--- src/rtl/cnn_layer_accel_octo_load_sched.sv ---
// Load scheduler for cnn_layer_accel_octo.
// On start it pulses new_map, streams the sequence table and then the pixel
// map from two valid/ready sources onto the octo's shared datain bus. It drives
// the matching bus-owner tag and honours the octo's per-tag ready.
module cnn_layer_accel_octo_load_sched #(
  parameter int C_PIXEL_WIDTH    = 16,
  parameter int C_SEQ_DATA_WIDTH = 13,
  parameter int C_DIM_WIDTH      = 10
) (
  input  logic                        clk,
  input  logic                        rst,
  input  logic                        start,
  input  logic [C_DIM_WIDTH-1:0]      num_input_rows_cfg,
  input  logic [C_DIM_WIDTH-1:0]      num_input_cols_cfg,
  input  logic [C_DIM_WIDTH-1:0]      kernel_size_cfg,
  input  logic [C_SEQ_DATA_WIDTH-1:0] seq_src_data,
  input  logic                        seq_src_valid,
  output logic                        seq_src_rdy,
  input  logic [C_PIXEL_WIDTH-1:0]    pix_src_data,
  input  logic                        pix_src_valid,
  output logic                        pix_src_rdy,
  output logic                        new_map,
  output logic [C_PIXEL_WIDTH-1:0]    datain,
  output logic                        datain_valid,
  output logic                        seq_datain_tag,
  output logic                        pixel_datain_tag,
  input  logic                        seq_datain_rdy,
  input  logic                        pixel_datain_rdy,
  output logic                        busy,
  output logic                        done,
  output logic                        cfg_err
);

  localparam int CW = 2 * C_DIM_WIDTH;
  localparam int DW = C_DIM_WIDTH + 1;
  localparam int PW = 2 * C_DIM_WIDTH + 2;

  typedef enum logic [2:0] {
    ST_IDLE   = 3'd0,
    ST_NEWMAP = 3'd1,
    ST_SEQ    = 3'd2,
    ST_GAP    = 3'd3,
    ST_PIX    = 3'd4,
    ST_DONE   = 3'd5
  } state_t;

  state_t                  state_q, state_d;
  logic [12:0]             seq_cnt_q, seq_cnt_d;
  logic [CW-1:0]           pix_cnt_q, pix_cnt_d;
  logic [CW-1:0]           fetched_q, fetched_d;
  logic [CW-1:0]           sent_q, sent_d;
  logic [C_PIXEL_WIDTH-1:0] datain_q, datain_d;
  logic                    datain_valid_q, datain_valid_d;
  logic                    new_map_q, new_map_d;
  logic                    seq_tag_q, seq_tag_d;
  logic                    pix_tag_q, pix_tag_d;
  logic                    busy_q, busy_d;
  logic                    done_q, done_d;
  logic                    cfg_err_q, cfg_err_d;

  logic [DW-1:0]            cols_s, rows_s, k_s, diff_s;
  logic [31:0]              seq_full_s;
  logic [PW-1:0]            pix_full_s;
  logic                     cfg_bad_s;
  logic [CW-1:0]            cur_cnt_s;
  logic                     in_seq_s, in_pix_s;
  logic                     xfer_s, room_s, below_s;
  logic                     seq_fetch_s, pix_fetch_s, fetch_s;
  logic [C_PIXEL_WIDTH-1:0] seq_ext_s, src_word_s;

  // Config arithmetic: dimensions, phase word counts and legality check.
  always_comb begin
    cols_s     = {1'b0, num_input_cols_cfg} + DW'(1);
    rows_s     = {1'b0, num_input_rows_cfg} + DW'(1);
    k_s        = {1'b0, kernel_size_cfg};
    diff_s     = cols_s - k_s + DW'(1);
    seq_full_s = 32'(diff_s) * 32'd5;
    pix_full_s = PW'(rows_s) * PW'(cols_s);
    cfg_bad_s  = (k_s == DW'(0)) | (k_s > cols_s) | (k_s > rows_s);
  end

  // Handshake decode: octo transfer, room in the output register, source fetch.
  always_comb begin
    in_seq_s  = (state_q == ST_SEQ);
    in_pix_s  = (state_q == ST_PIX);
    cur_cnt_s = in_seq_s ? CW'(seq_cnt_q) : pix_cnt_q;
    xfer_s    = datain_valid_q & ((in_seq_s & seq_tag_q & seq_datain_rdy) |
                                  (in_pix_s & pix_tag_q & pixel_datain_rdy));
    room_s    = ~datain_valid_q | xfer_s;
    below_s   = (fetched_q < cur_cnt_s);
    seq_src_rdy = in_seq_s & below_s & room_s;
    pix_src_rdy = in_pix_s & below_s & room_s;
    seq_fetch_s = seq_src_valid & seq_src_rdy;
    pix_fetch_s = pix_src_valid & pix_src_rdy;
    fetch_s     = seq_fetch_s | pix_fetch_s;
    seq_ext_s   = '0;
    seq_ext_s[C_SEQ_DATA_WIDTH-1:0] = seq_src_data;
    src_word_s  = in_seq_s ? seq_ext_s : pix_src_data;
  end

  // Next-state, counter and output-register computation.
  always_comb begin
    state_d        = state_q;
    seq_cnt_d      = seq_cnt_q;
    pix_cnt_d      = pix_cnt_q;
    fetched_d      = fetched_q;
    sent_d         = sent_q;
    datain_d       = datain_q;
    datain_valid_d = datain_valid_q;
    cfg_err_d      = 1'b0;

    case (state_q)
      ST_IDLE: begin
        fetched_d = '0;
        sent_d    = '0;
        if (start) begin
          if (cfg_bad_s) begin
            cfg_err_d = 1'b1;
          end else begin
            state_d   = ST_NEWMAP;
            seq_cnt_d = seq_full_s[12:0];
            pix_cnt_d = pix_full_s[CW-1:0];
          end
        end else begin
          state_d = ST_IDLE;
        end
      end
      ST_NEWMAP: begin
        fetched_d = '0;
        sent_d    = '0;
        state_d   = ST_SEQ;
      end
      ST_SEQ, ST_PIX: begin
        fetched_d = fetched_q + CW'(fetch_s);
        sent_d    = sent_q + CW'(xfer_s);
        if (xfer_s && ((sent_q + CW'(1)) == cur_cnt_s)) begin
          state_d = in_seq_s ? ST_GAP : ST_DONE;
        end else begin
          state_d = state_q;
        end
      end
      ST_GAP: begin
        fetched_d = '0;
        sent_d    = '0;
        state_d   = ST_PIX;
      end
      ST_DONE: begin
        fetched_d = '0;
        sent_d    = '0;
        state_d   = ST_IDLE;
      end
      default: begin
        fetched_d = '0;
        sent_d    = '0;
        state_d   = ST_IDLE;
      end
    endcase

    // A fetch always lands in the register; a lone transfer empties it.
    if (fetch_s) begin
      datain_d       = src_word_s;
      datain_valid_d = 1'b1;
    end else if (xfer_s) begin
      datain_valid_d = 1'b0;
    end else begin
      datain_valid_d = datain_valid_q;
    end

    new_map_d = (state_d == ST_NEWMAP);
    seq_tag_d = (state_d == ST_SEQ);
    pix_tag_d = (state_d == ST_PIX);
    busy_d    = (state_d != ST_IDLE);
    done_d    = (state_d == ST_DONE);
  end

  // State and output registers with synchronous reset.
  always_ff @(posedge clk) begin
    if (rst) begin
      state_q        <= ST_IDLE;
      seq_cnt_q      <= '0;
      pix_cnt_q      <= '0;
      fetched_q      <= '0;
      sent_q         <= '0;
      datain_q       <= '0;
      datain_valid_q <= 1'b0;
      new_map_q      <= 1'b0;
      seq_tag_q      <= 1'b0;
      pix_tag_q      <= 1'b0;
      busy_q         <= 1'b0;
      done_q         <= 1'b0;
      cfg_err_q      <= 1'b0;
    end else begin
      state_q        <= state_d;
      seq_cnt_q      <= seq_cnt_d;
      pix_cnt_q      <= pix_cnt_d;
      fetched_q      <= fetched_d;
      sent_q         <= sent_d;
      datain_q       <= datain_d;
      datain_valid_q <= datain_valid_d;
      new_map_q      <= new_map_d;
      seq_tag_q      <= seq_tag_d;
      pix_tag_q      <= pix_tag_d;
      busy_q         <= busy_d;
      done_q         <= done_d;
      cfg_err_q      <= cfg_err_d;
    end
  end

  assign new_map          = new_map_q;
  assign datain           = datain_q;
  assign datain_valid     = datain_valid_q;
  assign seq_datain_tag   = seq_tag_q;
  assign pixel_datain_tag = pix_tag_q;
  assign busy             = busy_q;
  assign done             = done_q;
  assign cfg_err          = cfg_err_q;

endmodule

--- config.mk ---
export PLATFORM = sky130hd
export DESIGN_NAME = cnn_layer_accel_octo_load_sched
export DESIGN_NICKNAME = d
export VERILOG_FILES = /design/src/rtl/cnn_layer_accel_octo_load_sched.sv
export SDC_FILE = /design/constraint.sdc
export NUM_CORES = 1
export LEC_CHECK = 0
export BUFFER_PORTS_ARGS = -buffer_cell sky130_fd_sc_hd__buf_2
export CAP_MARGIN = 40
export CORE_MARGIN = 1
export CORE_UTILIZATION = 55
export DETAILED_ROUTE_END_ITERATION = 10
export GPL_TIMING_DRIVEN = 1
export HOLD_SLACK_MARGIN = 0.12
export PLACE_DENSITY = 0.74
export RECOVER_POWER = 25
export SLEW_MARGIN = 0
export SYNTH_ARGS = -nofsm -noshare
export SYNTH_HDL_FRONTEND = slang
export SYNTH_SLANG_ARGS = --single-unit
--- constraint.sdc ---
create_clock -name clk -period 20.8 [get_ports clk]
set_clock_uncertainty 0.2 [all_clocks]
set_input_delay 2.08 -clock clk [delete_from_list [all_inputs] [get_ports clk]]
set_output_delay 2.08 -clock clk [all_outputs]
set_load 0.02 [all_outputs]
==> results of run 1 <==
-- logic make-up (layout without fill, tap and decap cells) --
logic type,Yosys count,after routing
fa+ha+maj,213,213
compound gates,159,159
simple gates,471,471
buf+inv,183,261
xor+xnor,104,104
mux,32,32
flops,99,99
-- final cells by class --
cell class	instances	area, um^2	area share [%]
Multi-Input combinational cell	979	7980	68.5
Sequential cell	99	1980	17.0
Timing Repair Buffer	104	543	4.66
Inverter	141	529	4.54
Tap cell	260	325	2.79
Clock buffer	9	225	1.93
Clock inverter	7	65.1	0.558
-- synthesized netlist by cell type (5+ instances only) --
cell	number
a211oi_1	10
a21boi_0	5
a21o_1	15
a21oi_1	36
a311oi_2	12
and2_1	5
and3_1	10
and4_1	5
buf_2	6
clkbuf_1	28
dfxtp_1	99
fa_1	82
ha_1	131
inv_1	139
mux2i_1	32
nand2_1	121
nand2b_1	14
nand3_1	50
nand4_1	16
nor2_1	168
nor2b_1	10
nor3_1	17
nor4_1	8
o211ai_1	6
o21a_1	6
o21ai_0	22
o21bai_1	7
o22ai_1	6
or2_2	10
or3_1	13
xnor2_1	57
xor2_1	42
-- stage by stage --
step           instances  hold WS [ps]
2_1_floorplan       1261           231
3_3_place_gp        1578           242
3_5_place_dp        1582           246
4_1_cts             1598           255
5_1_grt             1599           290
6_report            1599           255
-- tightest hold or removal path, cell delays in order, from the launching register on --
cell     delay (ps)
dfxtp_1         310
nand2_1          50
a21oi_1          50
-- sequential cells by signal, summed over array words and instances, names as in the netlist, 3 cells and up --
register	flops
state_q	3
datain	16
pix_cnt_q	20
seq_cnt_q	13
fetched_q	20
sent_q	20
-- worst max-delay path by stage --
stage,startpoint,to,slack (ps),cells past startpoint
6_report,num_input_rows_cfg[0],pix_cnt_q[18],12500,22
5_1_grt,num_input_rows_cfg[0],pix_cnt_q[18],12210,22
4_1_cts,num_input_rows_cfg[5],pix_cnt_q[18],12510,21
3_5_place_dp,num_input_rows_cfg[5],pix_cnt_q[18],12130,21
3_3_place_gp,num_input_cols_cfg[0],pix_cnt_q[18],12220,21
2_1_floorplan,num_input_rows_cfg[0],pix_cnt_q[18],12750,22
-- power groups by stage --
stage | clock network, mW | registers (mW) | logic, mW
2_1_floorplan | 0 | 0.231 | 0.606
3_3_place_gp | 0 | 0.230 | 0.776
3_5_place_dp | 0 | 0.231 | 0.797
4_1_cts | 0.171 | 0.227 | 0.807
5_1_grt | 0.177 | 0.229 | 0.902
6_report | 0.166 | 0.227 | 0.807
-- routing by layer --
metal  vias up  global-route usage [%]  wire [um]
li1       4384                       -          -
met1      4197                    36.0      11900
met2       365                    44.1      11700
met3        48                    4.62       2020
met4         0                    10.2        755
met5         -                       0          0
==> flow_metrics.tcl, run 1 <==
set metrics [dict create \
    worstPathArrival_ps 8330 \
    setup_viol 0 \
    synth_top_family_by_area "adder cells" \
    synth-compound-area-share_pct 11.1 \
    initial_utilization_pct 56.5 \
    p_int_mw 0.639 \
    crit_required_ps 20840 \
    critPathSlowestCell "fa_1" \
    p_total_mw 1.20 \
    cts_setup_buffers 0 \
    rsz0062_at_grt "no" \
    drive_above_1_share_pct 9.63 \
    syn_area_mm2 0.0107 \
    seq_power_share_pct 18.9 \
    ff2ff_path_depth 14 \
    status "complete, but fails checks" \
    period_minus_slack_ps 8300 \
    fmax_ghz 0.121 \
    post-place-ws_ps 12130 \
    synth.top_cell.area_share_pct 18.6 \
    antenna_found_initial 0 \
    core_mm2 0.0189 \
    synth_cell_types 71 \
    min_from "pix_cnt_q[15]" \
    worst_r2r_startpoint "state_q[1]" \
    postSynthCellCount 1261 \
    clock_latency_ps 360 \
    post-dp-hpwl_mm 21.2 \
    cp_cell_sequence "buf_2 -> ha_1 -> and4_1 -> nand2_1 -> xnor2_1 -> inv_1 -> nor2_1 -> fa_1 -> fa_1 -> fa_1 -> fa_1 -> inv_1 -> fa_1 -> inv_1 -> ha_1 -> a21o_1 -> or2_2 -> o221a_2 -> a31o_2 -> o31ai_1 -> xor2_1 -> o21ai_0" \
    worst_slack_ps 12500 \
    die_w_um 141 \
    worstMarginPinSlew_ps 2690 \
    final_common_cell "nor2_1" \
    r2r_setup_slack_ps 15730 \
    area_delta_synth_final_pct 9.07 \
    place.gp.congestion 1.05 \
    hold_violations 0 \
    gr-total-overflow 0 \
    placed_area_mm2 0.0114 \
    yosysTopAreaCell "dfxtp_1" \
    synth_edf_count 0 \
    htree_levels 3 \
    path_clk_slew_ps 70 \
    fin_util_pct 61.7 \
    rows 50 \
    rr_endpoint "fetched_q[19]" \
    grt_pass1_wl_mm 42.6 \
    synthSimpleGateAreaFrac_pct 20.6 \
    seq_area_frac_synth_pct 18.6 \
    fin_tns_setup_ps 0 \
    cts_hold_buf 0 \
    cts.sinks 99 \
    maxCapViolations 2 \
    via_per_inst 5.62 \
    cts_buffers 9 \
    synth_nets 1540 \
    power_leakage_nw 5.27 \
    ir_drop_mv 0.0680 \
    n_fill_cell 1710 \
    crit_buf_inv 4 \
    async_flop_share_pct 0 \
    design_area_mm2 0.0117 \
    yosys-mux-area-fraction_pct 3.00 \
    dieArea_mm2 0.0200 \
    switchingPower_mw 0.561 \
    cp-end-kind "flip-flop" \
    drtAntennaViolNets 0 \
    drtIter0Drc 728 \
    crit_top_cell "fa_1" \
    cp_max_fo 10 \
    pwr-share-comb_pct 67.2 \
    drt_wl_total_mm 26.4 \
    powerDensity_mw_per_mm2 103 \
    clockBufferDepth 2 \
    post-route-period-util_pct 39.9 \
    first_pass_iters 5 \
    maxSlewHeadroom_pct -79.3 \
    die_h_um 141 \
    drv_slew 94 \
    final_nets 1613 \
    wire_per_inst_um 16.5 \
    ys_warn_count 0 \
    ys_ff_latch 99 \
    synth_fa_ha_area_share_pct 30.7 \
    port_buffers 90 \
    max_stage_delay_ps 560 \
    synth_xor_area_share_pct 9.18 \
    antennaDiodeCount 0 \
    min-delay-path-class "reg -> reg" \
    grt_pass1_vias 8615 \
    crit_family "adder cells" \
    crit_type "in -> reg" \
    grt_start_max_net_pins 53 \
    post_cts_resized 0 \
    cts_root_buf "clkbuf_16" \
    vias 8994 \
    ios 91 \
    cts_tree "done" \
    clockPowerShare_pct 13.9 \
    route.detailed.drc 0 \
    grtUsageTotal_pct 27.1 \
    min_to "pix_cnt_q[15]" \
    ys.flop_type "dfxtp_1" \
    p_sw_share_pct 46.7 \
    min_path_cells 2 \
    violations "max-capacitance violations, max-slew violations" \
    worstSetupStartpointType "input pin" \
    synthTopCellsByArea "dfxtp_1 (19%), fa_1 (15%), ha_1 (15%)" \
    final_cell_mix "nor2_1 (168), inv_1 (139), ha_1 (131)" \
    syn_avg_cell_area_um2 8.47 \
]
(Power assumes the default switching activity.)
==> inputs of run 2 (changes only) <==
--- a/config.mk
+++ b/config.mk
@@ -12,7 +12,7 @@
 export DETAILED_ROUTE_END_ITERATION = 10
 export GPL_TIMING_DRIVEN = 1
 export HOLD_SLACK_MARGIN = 0.12
-export PLACE_DENSITY = 0.74
+export PLACE_DENSITY = 0.77
 export RECOVER_POWER = 25
 export SLEW_MARGIN = 0
 export SYNTH_ARGS = -nofsm -noshare
==> constraint.sdc (replaced) <==
create_clock -name clk -period 6.7 [get_ports clk]
set_clock_uncertainty 0.2 [all_clocks]
set_input_delay 0.67 -clock clk [delete_from_list [all_inputs] [get_ports clk]]
set_output_delay 0.67 -clock clk [all_outputs]
set_load 0.02 [all_outputs]
==> flow_metrics.tcl, run 2 (synthesis results as in run 1) <==
set metrics [dict create \
    post-dp-hpwl_mm 21.7 \
    rr_endpoint "fetched_q[19]" \
    core_mm2 0.0189 \
    area_delta_synth_final_pct 11.0 \
    wire_per_inst_um 16.3 \
    status "completed" \
    route.detailed.drc 0 \
    powerDensity_mw_per_mm2 314 \
    drtIter0Drc 591 \
    cts_hold_buf 0 \
    grtUsageTotal_pct 27.2 \
    crit_required_ps 6710 \
    antennaDiodeCount 0 \
    die_h_um 141 \
    post-route-period-util_pct 96.3 \
    cts_setup_buffers 0 \
    htree_levels 3 \
    ios 91 \
    die_w_um 141 \
    p_total_mw 3.72 \
    crit_type "in -> reg" \
    drv_slew 0 \
    drt_wl_total_mm 26.5 \
    grt_pass1_vias 8893 \
    cts_tree "done" \
    min-delay-path-class "reg -> reg" \
    final_cell_mix "nor2_1 (168), inv_1 (139), ha_1 (131)" \
    grt_start_max_net_pins 53 \
    dp.cells 1611 \
    rsz0062_at_grt "no" \
    grt_pass1_wl_mm 43.2 \
    dieArea_mm2 0.0200 \
    cts_root_buf "clkbuf_16" \
    cts.sinks 99 \
    setup_viol 0 \
    rows 50 \
    cts_buffers 9 \
    cp-end-kind "flip-flop" \
    via_per_inst 5.58 \
    hold_slack_ps 260 \
    drtAntennaViolNets 0 \
    initial_utilization_pct 56.5 \
    antenna_found_initial 0 \
    final_common_cell "nor2_1" \
    fmax_ghz 0.155 \
    final_nets 1641 \
    vias 9073 \
    min_path_cells 2 \
    ff2ff_path_depth 13 \
    worstSetupStartpointType "input pin" \
    min_from "pix_cnt_q[17]" \
    cp_max_fo 5 \
    worst_r2r_startpoint "state_q[1]" \
    post_cts_resized 0 \
    place.gp.congestion 0.933 \
    drive_above_1_share_pct 11.6 \
    layout.cells.non_filler 1627 \
    clock_latency_ps 340 \
    maxSlewHeadroom_pct 46.3 \
    worstPathArrival_ps 6460 \
    ir_drop_mv 0.195 \
    r2r_setup_slack_ps 1700 \
    period_minus_slack_ps 6450 \
    path_clk_slew_ps 70 \
    gr-total-overflow 0 \
    first_pass_iters 5 \
    port_buffers 90 \
    clockBufferDepth 2 \
    maxCapViolations 0 \
    min_to "pix_cnt_q[17]" \
    power_leakage_nw 5.41 \
    reg.largest.list "fetched_q (20), pix_cnt_q (20), sent_q (20)" \
    worstMarginPinSlew_ps 799 \
    hold_violations 0 \
    n_fill_cell 1647 \
]
[run 2: worst max-delay path: stages]
cell and delay (ps):
buf_2 130, ha_1 210, buf_4 150, nand3_1 90
nor2_1 70, xnor2_1 360, inv_1 150, nand2_1 110
fa_1 450, fa_1 550, inv_1 50, fa_1 440
fa_1 530, inv_1 60, fa_1 530, inv_1 50
ha_1 330, a21o_1 210, or2_2 310, o221a_2 240
a31o_2 270, o31ai_1 250, xor2_1 170, o21ai_0 100
[run 2: area by class of cell]
class / count / area [um^2] / share of cell area, %
multi-input cells: 979 / 7990 / 67.4
clock buffers: 11 / 243 / 2.05
clock inverters: 5 / 43.8 / 0.369
flip-flops and latches: 99 / 1980 / 16.7
repair buffers: 132 / 742 / 6.26
inverters: 141 / 529 / 4.46
well taps: 260 / 325 / 2.74
[run 2: power by group]
part	leakage [nW]	internal (mW)	switching, mW	total [mW]
clock network	0.134	0.267	0.237	0.504
logic	4.47	1.08	1.43	2.51
registers	0.803	0.659	0.0493	0.709
total	5.41	2.01	1.71	3.72
[run 2: worst max-delay path by stage]
stage / from / to / slack [ps] / cells past startpoint
finish: num_input_cols_cfg[0] / pix_cnt_q[18] / 250 / 24
global route: num_input_rows_cfg[1] / pix_cnt_q[18] / 3 / 22
CTS: num_input_rows_cfg[0] / pix_cnt_q[18] / 300 / 22
detailed placement: num_input_rows_cfg[0] / pix_cnt_q[18] / -50 / 22
global placement: num_input_rows_cfg[0] / pix_cnt_q[18] / 30 / 22
floorplan: num_input_rows_cfg[0] / pix_cnt_q[18] / 60 / 22
[run 2: layer usage]
metal	part of all wire (%)	track usage, %	wire, um	vias up
met2	46	46.7	12200	325
li1	-	-	-	4436
met5	0	0	0	-
met3	7.2	4.69	1910	31
met1	45	35.2	11900	4281
met4	2.0	7.44	527	0
[run 2: stage by stage]
stage | worst slack [ps] | setup TNS, ps | cell area (um^2) | util (%)
floorplan | 61.9 | 0 | 10700 | -
global placement | 26.3 | 0 | 11600 | 61.2
detailed placement | -45.6 | -45.6 | 11600 | 61.3
CTS | 304 | 0 | 11900 | 62.9
global route | 3.45 | 0 | 11900 | 62.7
finish | 250 | 0 | 11900 | 62.7
==> inputs of run 3 (changes only) <==
--- a/config.mk
+++ b/config.mk
@@ -13,7 +13,6 @@
 export GPL_TIMING_DRIVEN = 1
 export HOLD_SLACK_MARGIN = 0.12
 export PLACE_DENSITY = 0.77
-export RECOVER_POWER = 25
 export SLEW_MARGIN = 0
 export SYNTH_ARGS = -nofsm -noshare
 export SYNTH_HDL_FRONTEND = slang
==> flow_metrics.tcl, run 3 (synthesis results as in run 1) <==
set metrics [dict create \
    power_leakage_nw 5.50 \
    ios 91 \
    grt_pass1_vias 8893 \
    clock_latency_ps 340 \
    grt_start_max_net_pins 53 \
    die_w_um 141 \
    area_delta_synth_final_pct 11.2 \
    post-place-ws_ps -45.6 \
    drive_above_1_share_pct 13.3 \
    min-delay-path-class "reg -> reg" \
    drt_wl_total_mm 26.4 \
    powerDensity_mw_per_mm2 313 \
    htree_levels 3 \
    ff2ff_path_depth 14 \
    cts_tree "done" \
    antenna_found_initial 0 \
    ir_drop_mv 0.195 \
    grtUsageTotal_pct 27.2 \
    worstPathArrival_ps 6450 \
    gr-total-overflow 0 \
    final_common_cell "nor2_1" \
    antennaDiodeCount 0 \
    status "completed" \
    final_cell_mix "nor2_1 (168), inv_1 (139), ha_1 (131)" \
    crit_type "in -> reg" \
    wire_per_inst_um 16.3 \
    period_minus_slack_ps 6430 \
    port_buffers 90 \
    crit_required_ps 6720 \
    fin_tns_setup_ps 0 \
    cp-end-kind "flip-flop" \
    worst_r2r_startpoint "state_q[1]" \
    reg.largest.list "fetched_q (20), pix_cnt_q (20), sent_q (20)" \
    rows 50 \
    r2r_setup_slack_ps 1730 \
    post-dp-hpwl_mm 21.7 \
    n_fill_cell 1639 \
    cts_buffers 9 \
    first_pass_iters 7 \
    place.gp.congestion 0.933 \
    maxSlewHeadroom_pct 47.4 \
    dieArea_mm2 0.0200 \
    min_to "pix_cnt_q[14]" \
    fmax_ghz 0.155 \
    drtAntennaViolNets 0 \
    drv_slew 0 \
    worstMarginPinSlew_ps 783 \
    core_mm2 0.0189 \
    maxCapViolations 0 \
    post-route-period-util_pct 96.0 \
    hold_slack_ps 261 \
    setup_viol 0 \
    clockBufferDepth 2 \
    cp_max_fo 5 \
    min_path_cells 2 \
    vias 9069 \
    cts.sinks 99 \
    worstSetupStartpointType "input pin" \
    worst_slack_ps 266 \
    hold_violations 0 \
    drtIter0Drc 537 \
    min_from "pix_cnt_q[14]" \
    final_nets 1641 \
    initial_utilization_pct 56.5 \
    rr_endpoint "fetched_q[19]" \
    grt_pass1_wl_mm 43.2 \
    route.detailed.drc 0 \
    rsz0062_at_grt "no" \
    path_clk_slew_ps 70 \
    cts_root_buf "clkbuf_16" \
    via_per_inst 5.57 \
    die_h_um 141 \
]
run 3: cell types whose count changed in the layout (fill, tap and decap cells not counted):
cell | before | now
clkbuf_1 | 24 | 1
buf_2 | 68 | 91
run 3: how the worst max path moves through the flow:
stage                                      from       endpoint  slack (ps)  depth (start not counted)
after CTS                 num_input_rows_cfg[0]  pix_cnt_q[18]         300                         22
after floorplan           num_input_rows_cfg[0]  pix_cnt_q[18]          60                         22
after global placement    num_input_rows_cfg[0]  pix_cnt_q[18]          30                         22
after global routing      num_input_rows_cfg[1]  pix_cnt_q[18]           3                         22
after detailed placement  num_input_rows_cfg[0]  pix_cnt_q[18]         -50                         22
final                     num_input_cols_cfg[0]  pix_cnt_q[18]         270                         24
run 3: critical path, cell delays in order:
cell     delay (ps)
buf_2           130
ha_1            210
buf_4           150
nand3_1          90
nor2_1           70
xnor2_1         350
inv_1           150
nand2_1         100
fa_1            450
fa_1            550
inv_1            50
fa_1            440
fa_1            530
inv_1            60
fa_1            530
inv_1            50
ha_1            330
a21o_1          210
or2_2           310
o221a_2         240
a31o_2          270
o31ai_1         250
xor2_1          170
o21ai_0          90
run 3: what timing repair did:
| item | in CTS | in global routing |
|---|---|---|
| setup endpoints to repair | 0 | 1 |
| resized for setup | 0 | 1 |
| hold buffers | 0 | 0 |
| setup buffers | 0 | 0 |
run 3: stage by stage:
step	total power, mW	instances	cell area (um^2)	util [%]
after CTS	3.72	1627	11900	62.9
after global routing	4.06	1627	11900	62.9
after global placement	3.12	1609	11600	61.2
final	3.72	1627	11900	62.9
after detailed placement	3.21	1611	11600	61.3
after floorplan	2.60	1261	10700	-
run 3: metal layers:
| layer | vias to the layer above | track usage, % | part of all wire, % |
|---|---|---|---|
| li1 | 4441 | - | - |
| met3 | 33 | 4.69 | 7.0 |
| met1 | 4274 | 35.2 | 45 |
| met5 | - | 0 | 0 |
| met4 | 0 | 7.44 | 2.0 |
| met2 | 321 | 46.7 | 46 |
run 3: area by class of cell:
| cell class | count | area, um^2 | share of cell area [%] |
|---|---|---|---|
| multi-input cells | 979 | 7990 | 67.2 |
| flip-flops and latches | 99 | 1980 | 16.7 |
| repair buffers | 132 | 771 | 6.49 |
| inverters | 141 | 529 | 4.45 |
| well taps | 260 | 325 | 2.74 |
| clock buffers | 11 | 243 | 2.04 |
| clock inverters | 5 | 43.8 | 0.369 |
run 3: where the power goes:
part	switching, mW	internal [mW]
combinational	1.43	1.08
clock	0.236	0.267
sequential	0.0484	0.659
total	1.71	2.01
